==> config.mk <==
export PLATFORM = sky130hd
export DESIGN_NAME = pow5_result_serializer
export DESIGN_NICKNAME = d
export VERILOG_FILES = /design/src/rtl/pow5_result_serializer.sv
export SDC_FILE = /design/constraint.sdc
export NUM_CORES = 1
export LEC_CHECK = 0
export ABC_AREA = 1
export CAP_MARGIN = 30
export CORE_UTILIZATION = 40
export CTS_BUF_LIST = sky130_fd_sc_hd__clkbuf_8
export DETAILED_ROUTE_END_ITERATION = 6
export PLACE_DENSITY_LB_ADDON = 0.15
export SYNTH_ARGS = -nofsm -noshare
export SYNTH_HDL_FRONTEND = slang
export SYNTH_SLANG_ARGS = --single-unit
export TNS_END_PERCENT = 5
==> constraint.sdc <==
create_clock -name clk_i -period 9.6 [get_ports clk_i]
set_input_delay 1.92 -clock clk_i [delete_from_list [all_inputs] [get_ports clk_i]]
set_output_delay 1.92 -clock clk_i [all_outputs]
set_load 0.02 [all_outputs]
==> src/rtl/pow5_result_serializer.sv <==
`default_nettype none
// ============================================================================
// Module  : pow5_result_serializer
// Brief   : Buffers POW*DATA_WIDTH-bit pow results in a small FIFO and replays
//           each one as POW chunks, LSB chunk first, over a valid/ready stream.
// Revision: 1.0 - initial release
// ============================================================================
module pow5_result_serializer #(
  parameter int DATA_WIDTH = 8,
  parameter int POW        = 5,
  parameter int FIFO_DEPTH = 4
) (
  input  logic                             clk_i,
  input  logic                             rst_i,
  input  logic [POW*DATA_WIDTH-1:0]        pow_data_i,
  input  logic                             data_valid_i,
  output logic [DATA_WIDTH-1:0]            ser_data_o,
  output logic                             ser_valid_o,
  input  logic                             ser_ready_i,
  output logic                             ser_last_o,
  output logic [$clog2(FIFO_DEPTH+1)-1:0]  fifo_count_o,
  output logic                             overflow_o,
  input  logic                             clr_overflow_i
);

  localparam int c_WORD_W = POW * DATA_WIDTH;
  localparam int c_PTR_W  = (FIFO_DEPTH > 1) ? $clog2(FIFO_DEPTH) : 1;
  localparam int c_CNT_W  = $clog2(FIFO_DEPTH + 1);
  localparam int c_IDX_W  = (POW > 1) ? $clog2(POW) : 1;
  localparam logic [c_IDX_W-1:0] c_IDX_LAST = c_IDX_W'(POW - 1);
  localparam logic [c_CNT_W-1:0] c_CNT_FULL = c_CNT_W'(FIFO_DEPTH);

  typedef enum logic [0:0] {
    ST_IDLE = 1'b0,
    ST_SEND = 1'b1
  } state_t;

  state_t                 state_q,    state_d;
  logic [c_IDX_W-1:0]     idx_q,      idx_d;
  logic [c_WORD_W-1:0]    shift_q,    shift_d;
  logic [c_PTR_W-1:0]     wr_ptr_q,   wr_ptr_d;
  logic [c_PTR_W-1:0]     rd_ptr_q,   rd_ptr_d;
  logic [c_CNT_W-1:0]     count_q,    count_d;
  logic                   overflow_q, overflow_d;
  logic [c_WORD_W-1:0]    mem_q [FIFO_DEPTH];

  logic w_empty, w_full, w_accept, w_at_last, w_pop, w_push, w_drop;

  assign w_empty   = (count_q == '0);
  assign w_full    = (count_q == c_CNT_FULL);
  assign w_accept  = (state_q == ST_SEND) && ser_ready_i;
  assign w_at_last = (idx_q == c_IDX_LAST);
  // A pop refills the shift register either from idle or right as the last
  // chunk leaves, so consecutive words stream without a bubble.
  assign w_pop     = !w_empty && ((state_q == ST_IDLE) || (w_accept && w_at_last));
  assign w_push    = data_valid_i && (!w_full || w_pop);
  assign w_drop    = data_valid_i && w_full && !w_pop;

  always_comb begin
    state_d    = state_q;
    idx_d      = idx_q;
    shift_d    = shift_q;
    wr_ptr_d   = wr_ptr_q;
    rd_ptr_d   = rd_ptr_q;
    count_d    = count_q;
    overflow_d = overflow_q;

    case (state_q)
      ST_IDLE: begin
        if (w_pop) begin
          shift_d = mem_q[rd_ptr_q];
          idx_d   = '0;
          state_d = ST_SEND;
        end
      end
      ST_SEND: begin
        if (w_accept) begin
          if (!w_at_last) begin
            idx_d = idx_q + 1'b1;
          end else if (w_pop) begin
            shift_d = mem_q[rd_ptr_q];
            idx_d   = '0;
          end else begin
            state_d = ST_IDLE;
          end
        end
      end
      default: state_d = ST_IDLE;
    endcase

    if (w_push) wr_ptr_d = wr_ptr_q + 1'b1;
    if (w_pop)  rd_ptr_d = rd_ptr_q + 1'b1;

    case ({w_push, w_pop})
      2'b10:   count_d = count_q + 1'b1;
      2'b01:   count_d = count_q - 1'b1;
      default: count_d = count_q;
    endcase

    // A fresh drop outranks a clear issued in the same cycle.
    if (w_drop)              overflow_d = 1'b1;
    else if (clr_overflow_i) overflow_d = 1'b0;
  end

  always_ff @(posedge clk_i or posedge rst_i) begin
    if (rst_i) begin
      state_q    <= ST_IDLE;
      idx_q      <= '0;
      shift_q    <= '0;
      wr_ptr_q   <= '0;
      rd_ptr_q   <= '0;
      count_q    <= '0;
      overflow_q <= 1'b0;
    end else begin
      state_q    <= state_d;
      idx_q      <= idx_d;
      shift_q    <= shift_d;
      wr_ptr_q   <= wr_ptr_d;
      rd_ptr_q   <= rd_ptr_d;
      count_q    <= count_d;
      overflow_q <= overflow_d;
    end
  end

  always_ff @(posedge clk_i) begin
    if (w_push) mem_q[wr_ptr_q] <= pow_data_i;
  end

  assign ser_valid_o  = (state_q == ST_SEND);
  assign ser_data_o   = ser_valid_o ? shift_q[idx_q*DATA_WIDTH +: DATA_WIDTH] : '0;
  assign ser_last_o   = ser_valid_o && w_at_last;
  assign fifo_count_o = count_q;
  assign overflow_o   = overflow_q;

endmodule
`default_nettype wire

======== Word level (Yosys, flattened, before mapping) ========
Memory sizes are Yosys's and may differ from the RTL's.
Index checks and enable logic that the tools add are counted.
word-level totals
  flip-flop bits (word level) ............. 52
  latch bits .............................. 0
  RAM bits ................................ 160
  ROM bits ................................ 0
  output and inout bits ................... 14
  word-level logic and storage cells ...... 55
  memories ................................ 1
cells by class
  $add $sub $neg .......................... 5
  $mul .................................... 0
  divide/modulo/power cells ............... 0
  $lt $le $gt $ge ......................... 0
  equal/unequal tests ..................... 6
  shifts and indexed selects .............. 1
  muxes and demuxes ....................... 18
  bitwise gates (word level) .............. 1
  reductions and logical operators ........ 16
memory list
  memory  words  bits a word  rd ports  clocked after Yosys merged registers in  write ports  line  text
  mem_q   4      40           1         0                                        1            45    logic [c_WORD_W-1:0] mem_q [FIFO_DEPTH];
operators by type and width
  cell                                                                 number
  40-bit two-way mux                                                   3
  40-bit one-hot mux with 2 select lines                               1
  40-bit by 7-bit variable part select with 8-bit output               1
  3-bit one-hot mux with 2 select lines                                2
  3-bit two-way mux                                                    3
  8-bit two-way mux                                                    1
  1-bit logical AND                                                    7
  1-bit two-way mux                                                    7
  3-bit by 1-bit adder with 3-bit output (second input constant)       2
  3-bit == test (second input constant)                                2
  2-bit by 1-bit adder with 2-bit output (second input constant)       2
  2-bit by 1-bit != test with 1-bit output (second input constant)     2
  2-bit nonzero test                                                   2
  1-bit zero test                                                      3
  3-bit zero test                                                      1
  3-bit by 1-bit subtractor with 3-bit output (second input constant)  1
  2-bit by 1-bit == test with 1-bit output (second input constant)     1
  2-bit == test (second input constant)                                1
  1-bit logical OR                                                     2
  1-bit one-hot mux with 2 select lines                                1
  2-bit AND reduction                                                  1
  1-bit NOT                                                            1

======== Logic depth before layout (Yosys ltp) ========
  depth after elaboration ................. 8
  depth in mapped cells ................... 14

======== Worst setup path after synthesis ========
No wires, ideal clock.
  kind .................................... input -> register
  from .................................... input ser_ready_i
  to ...................................... memory mem_q[0][0] in the netlist's numbering, enable pin
  setup time .............................. 0.438 ns
  arrival time ............................ 3.988 ns
  required time ........................... 9.162 ns
  setup slack ............................. 5.175 ns
  stages on the path ...................... 4
  buffers on the path ..................... 0
  cell sequence ........................... nand3_1 nand2_2 o21ai_1 nor2_1
on the way
  longest elaborated chain between the ends .. 8
RTL lines
  what                                     line  text
  from (decl)                              19    input logic ser_ready_i,
  1-bit logical AND                        51    assign w_accept = (state_q == ST_SEND) && ser_ready_i;
  1-bit logical AND                        55    assign w_pop = !w_empty && ((state_q == ST_IDLE) || (w_accept && w_at_last));
  1-bit logical OR                         55
  1-bit logical AND                        55
  1-bit logical OR                         56    assign w_push = data_valid_i && (!w_full || w_pop);
  1-bit logical AND                        56
  1-bit two-way mux                        126   if (w_push) mem_q[wr_ptr_q] <= pow_data_i;
  1-bit two-way mux (implied by the code)  126
  to (decl)                                45
No other way between the ends.

======== Worst setup path after layout ========
  from .................................... register idx_q[0]
  to ...................................... output ser_data_o[6]
on the way
  longest elaborated chain between the ends .. 2
RTL lines
  what                                                    line  text
  from (decl)                                             39    logic [c_IDX_W-1:0] idx_q, idx_d;
  from (signal assigned)                                  116   idx_q <= idx_d;
  40-bit by 7-bit variable part select with 8-bit output  130   assign ser_data_o = ser_valid_o ? shift_q[idx_q*DATA_WIDTH +: DATA_WIDTH] : '0;
  8-bit two-way mux                                       130
  to (decl)                                               17    output logic [DATA_WIDTH-1:0] ser_data_o,
No other way between the ends.

==> results.md <==
Drt:
- The remaining routing DRC violations is 0.
- The detail-routed net length per standard cell is 17.40 µm.
- The routed wire length is 18940 µm.
- Dividing the detail-routed via count by the number of cells gives 5.127.
- The total number of vias is 5578.
- The count of nets left with antenna violations once routing finished came out at 0.
- The DRC marker count from the first detailed-route iteration is 300.
- The first-pass iteration count of the detailed router is 4.

Worst setup path:
- The critical path is of the flip-flop to primary output type.
- Along the worst path, the maximum fanout reaches 23.
- The critical path ends at ser_data_o[6].
- STA classifies the critical path startpoint as a flip-flop.
- The launch point of the critical path is idx_q[0].
- The critical register-to-register path endpoint is mem_q[3][22].
- The worst reg2reg path depth is 8.
- Across all register-to-register paths, the minimum setup slack is 6740 ps.
- The source of the worst register-to-register timing path is idx_q[0].
- The endpoint kind of the worst setup timing path is a primary output.
- For the worst setup path, the data required time is 7680 ps.
- The signal arrival time at the worst endpoint is 2810 ps.

Job:
- The reported max-cap violation count is 0.

STA:
- The final number of setup-violating endpoints is 0.
- The setup slack after layout is 4870 ps.
- Clock skew on the completed layout was measured at 16.34 ps.
- The post-route setup TNS is 0 ps.
- Setup repair after global routing left no endpoint under its margin.
- The transition time at the pin with the least slew margin is 847.7 ps.
- The final hold violation count was 0.
- For the finished layout, the period the worst path requires is 4730 ps.
- Derived from the worst setup path, the maximum achievable clock frequency is 211.4 MHz.
- The final number of max-transition violations is 0.
- In the finished design, the share of the clock period the worst path needs comes to 0.4927.
- The headroom to the max-slew limit is 0.4341.

Layout:
- At the end of the flow, the number of nets in the layout was 843.
- Compared with the post-synthesis result, the final layout area differs by 18.93%.
- Of the cells placed in the final design, the portion with a size suffix greater than 1 is 0.08191.
- The number of diodes added for antenna fixing is 0.
- The library cells used most frequently in the layout, excluding fill and tap cells, are sky130_fd_sc_hd__edfxtp_1, sky130_fd_sc_hd__nor2_1, sky130_fd_sc_hd__o21ai_0, sky130_fd_sc_hd__nand2_1, sky130_fd_sc_hd__clkdlybuf4s50_1.
- For this run, the share of the core covered by cells in the final layout is 0.4908.
- The library cell used most frequently in the layout, excluding fill and tap cells, is sky130_fd_sc_hd__edfxtp_1.

Clock tree:
- Counting the buffers created by CTS gives 38.
- The clock transition time at the flip-flop clock pins of the worst setup and hold paths is 60 ps.
- The maximum number of buffers from clock root to sink is 3.
- CTS saw 212 sinks.
- The clock insertion delay at the later pin of the skew report is 510 ps.
- The number of buffers inserted by post-CTS setup repair is 0.
- In this run the clock root is driven by a sky130_fd_sc_hd__clkbuf_8.
- The TritonCTS clock tree is built.
- For this design, the CTS-stage hold fixing added 0 buffers.
- The H-tree depth reported by CTS is 2.
- Post-CTS repair changed the size of 0 cells.

Placed design:
- Input and output buffers added on the ports amount to 58.
- The congestion estimate from routability-driven global placement came to 0.8700.
- The placement-stage worst setup slack is 5359 ps.
- The HPWL after detailed placement is 11210 µm.

Floorplanning:
- The area of the die is 21730 µm².
- For this design the top-level I/O count stands at 59.
- Measured along the y axis, the die boundary spans 147.4 µm.
- From left edge to right edge, the die measures 147.4 µm.
- The core region is 20490 µm².
- The initial utilization of the core area, before any placement, comes to 0.4127.
- The floorplan row count is 52.

Synth:
- After synthesis, the share of flip-flops with an asynchronous set or reset is 0.2453.
- The synthesized design contains 160 enable-type register cells.
- The sequential area share after synthesis is 0.7219.
- Counting flops and latches in the post-synthesis netlist gives 212.
- For this run, the number of Yosys warnings is 0.
- The post-synthesis cell count is 721.
- The prevailing post-synth register cell is sky130_fd_sc_hd__edfxtp_1.
- The number of nets in the synthesized netlist is 773.
- The number of distinct standard cells referenced by the synthesized netlist is 24.
- The synthesized cell area is 8458 µm².
- The average footprint of a synthesized cell is 11.73 µm².

Global routing:
- The via count of the first global-routing pass is 5783.
- Entering global routing, the biggest net connects 74 pins.
- The global routing usage summed across all routing layers is 0.1843.
- The residual overflow from global routing is 0.
- The initial antenna violation count is 0.
- The wire length of the first global-routing pass is 30860 µm.

Power:
- The leakage component of the power is 0.003763 µW.
- Across the VDD grid, the largest voltage drop is 0.1975 mV.
- The power density over the cells is 322.8 nW/µm².

Min path:
- The hold path startpoint is shift_q[31].
- The type of the most critical hold path is flip-flop to flip-flop.

Outcome:
- The flow ran to the end, and the final reports show no timing, DRC or antenna violations.
[critical path, stage by stage, from the launching register on]
cell and delay, ps:
sky130_fd_sc_hd__dfrtp_1 720, sky130_fd_sc_hd__inv_1 370, sky130_fd_sc_hd__nor2_1 170, sky130_fd_sc_hd__o21ai_0 90, sky130_fd_sc_hd__o21ai_0 320, sky130_fd_sc_hd__inv_1 80, sky130_fd_sc_hd__clkdlybuf4s50_1 540
[how the worst min path moves through the flow]
stage,end,depth (start not counted)
detailed placement,shift_q[31],2
global route,fifo_count_o[0],1
finish,shift_q[31],2
CTS,shift_q[31],2
floorplan,shift_q[24],2
global placement,shift_q[26],2
[layer usage]
| layer | vias to the layer above | GRT usage | routed length [µm] |
|---|---|---|---|
| li1 | 2661 | - | - |
| met1 | 2766 | 0.2427 | 8468 |
| met3 | 21 | 0.02994 | 747 |
| met4 | 0 | 0.06907 | 312 |
| met5 | - | 0 | 0 |
| met2 | 130 | 0.3075 | 9407 |
[stage by stage]
step                total power (µW)  cells  hold slack, ps  cell area [µm²]
floorplan                       2047    721           443.7             8458
global placement                2410   1019           478.1             9280
detailed placement              2457   1020           478.4             9300
CTS                             3291   1087           493.6            10050
global route                    3472   1088           526.6            10060
finish                          3247   1088           489.1            10060
[flip-flops by register name (all words and copies together), names as in the netlist]
name,flops
wr_ptr_q,2
overflow_o,1
shift_q,40
fifo_count_o,3
mem_q,160
rd_ptr_q,2
idx_q,3
ser_valid_o,1
[kinds of logic after synthesis]
group,count (synthesis),synth area share
xor gates and xnor gates,4,0.004142
AOI/OAI and AO/OA,184,0.1154
and+or+nand+nor,232,0.1053
DFF,212,0.7219
buffers and inverters,82,0.04201
adders and majority gates,7,0.01124
[synthesized netlist by cell type, types with 2 or more instances]
cell type	n	area (µm²)
sky130_fd_sc_hd__nand2_1	62	232.7
sky130_fd_sc_hd__nand3_1	10	50.05
sky130_fd_sc_hd__ha_1	6	75.07
sky130_fd_sc_hd__buf_6	2	22.52
sky130_fd_sc_hd__dfrtp_1	52	1301
sky130_fd_sc_hd__o22ai_1	21	131.4
sky130_fd_sc_hd__nand2_2	2	12.51
sky130_fd_sc_hd__inv_1	40	150.1
sky130_fd_sc_hd__xor2_1	4	35.03
sky130_fd_sc_hd__nor2_1	157	589.3
sky130_fd_sc_hd__edfxtp_1	160	4805
sky130_fd_sc_hd__inv_2	2	7.510
sky130_fd_sc_hd__clkbuf_1	18	67.56
sky130_fd_sc_hd__buf_2	15	75.07
sky130_fd_sc_hd__buf_4	3	22.52
sky130_fd_sc_hd__a21oi_1	22	110.1
sky130_fd_sc_hd__a31oi_1	20	125.1
sky130_fd_sc_hd__o21ai_0	112	560.5
sky130_fd_sc_hd__o21ai_1	8	40.04
[power breakdown]
part           internal, µW  leakage, µW  switching (µW)
logic                   354      0.00125             715
registers              1250      0.00207             110
clock network           479     0.000441             344
[final cells by class]
| type | instances | area (µm²) |
|---|---|---|
| clock inverters | 25 | 173.9 |
| well taps | 270 | 337.8 |
| flip-flops and latches | 212 | 6107 |
| fillers | 1827 | 10440 |
| repair buffers | 68 | 668.1 |
| inverters | 44 | 167.7 |
| multi-input cells | 427 | 2027 |
| clock buffers | 42 | 578.1 |
(Power assumes the default switching activity.)
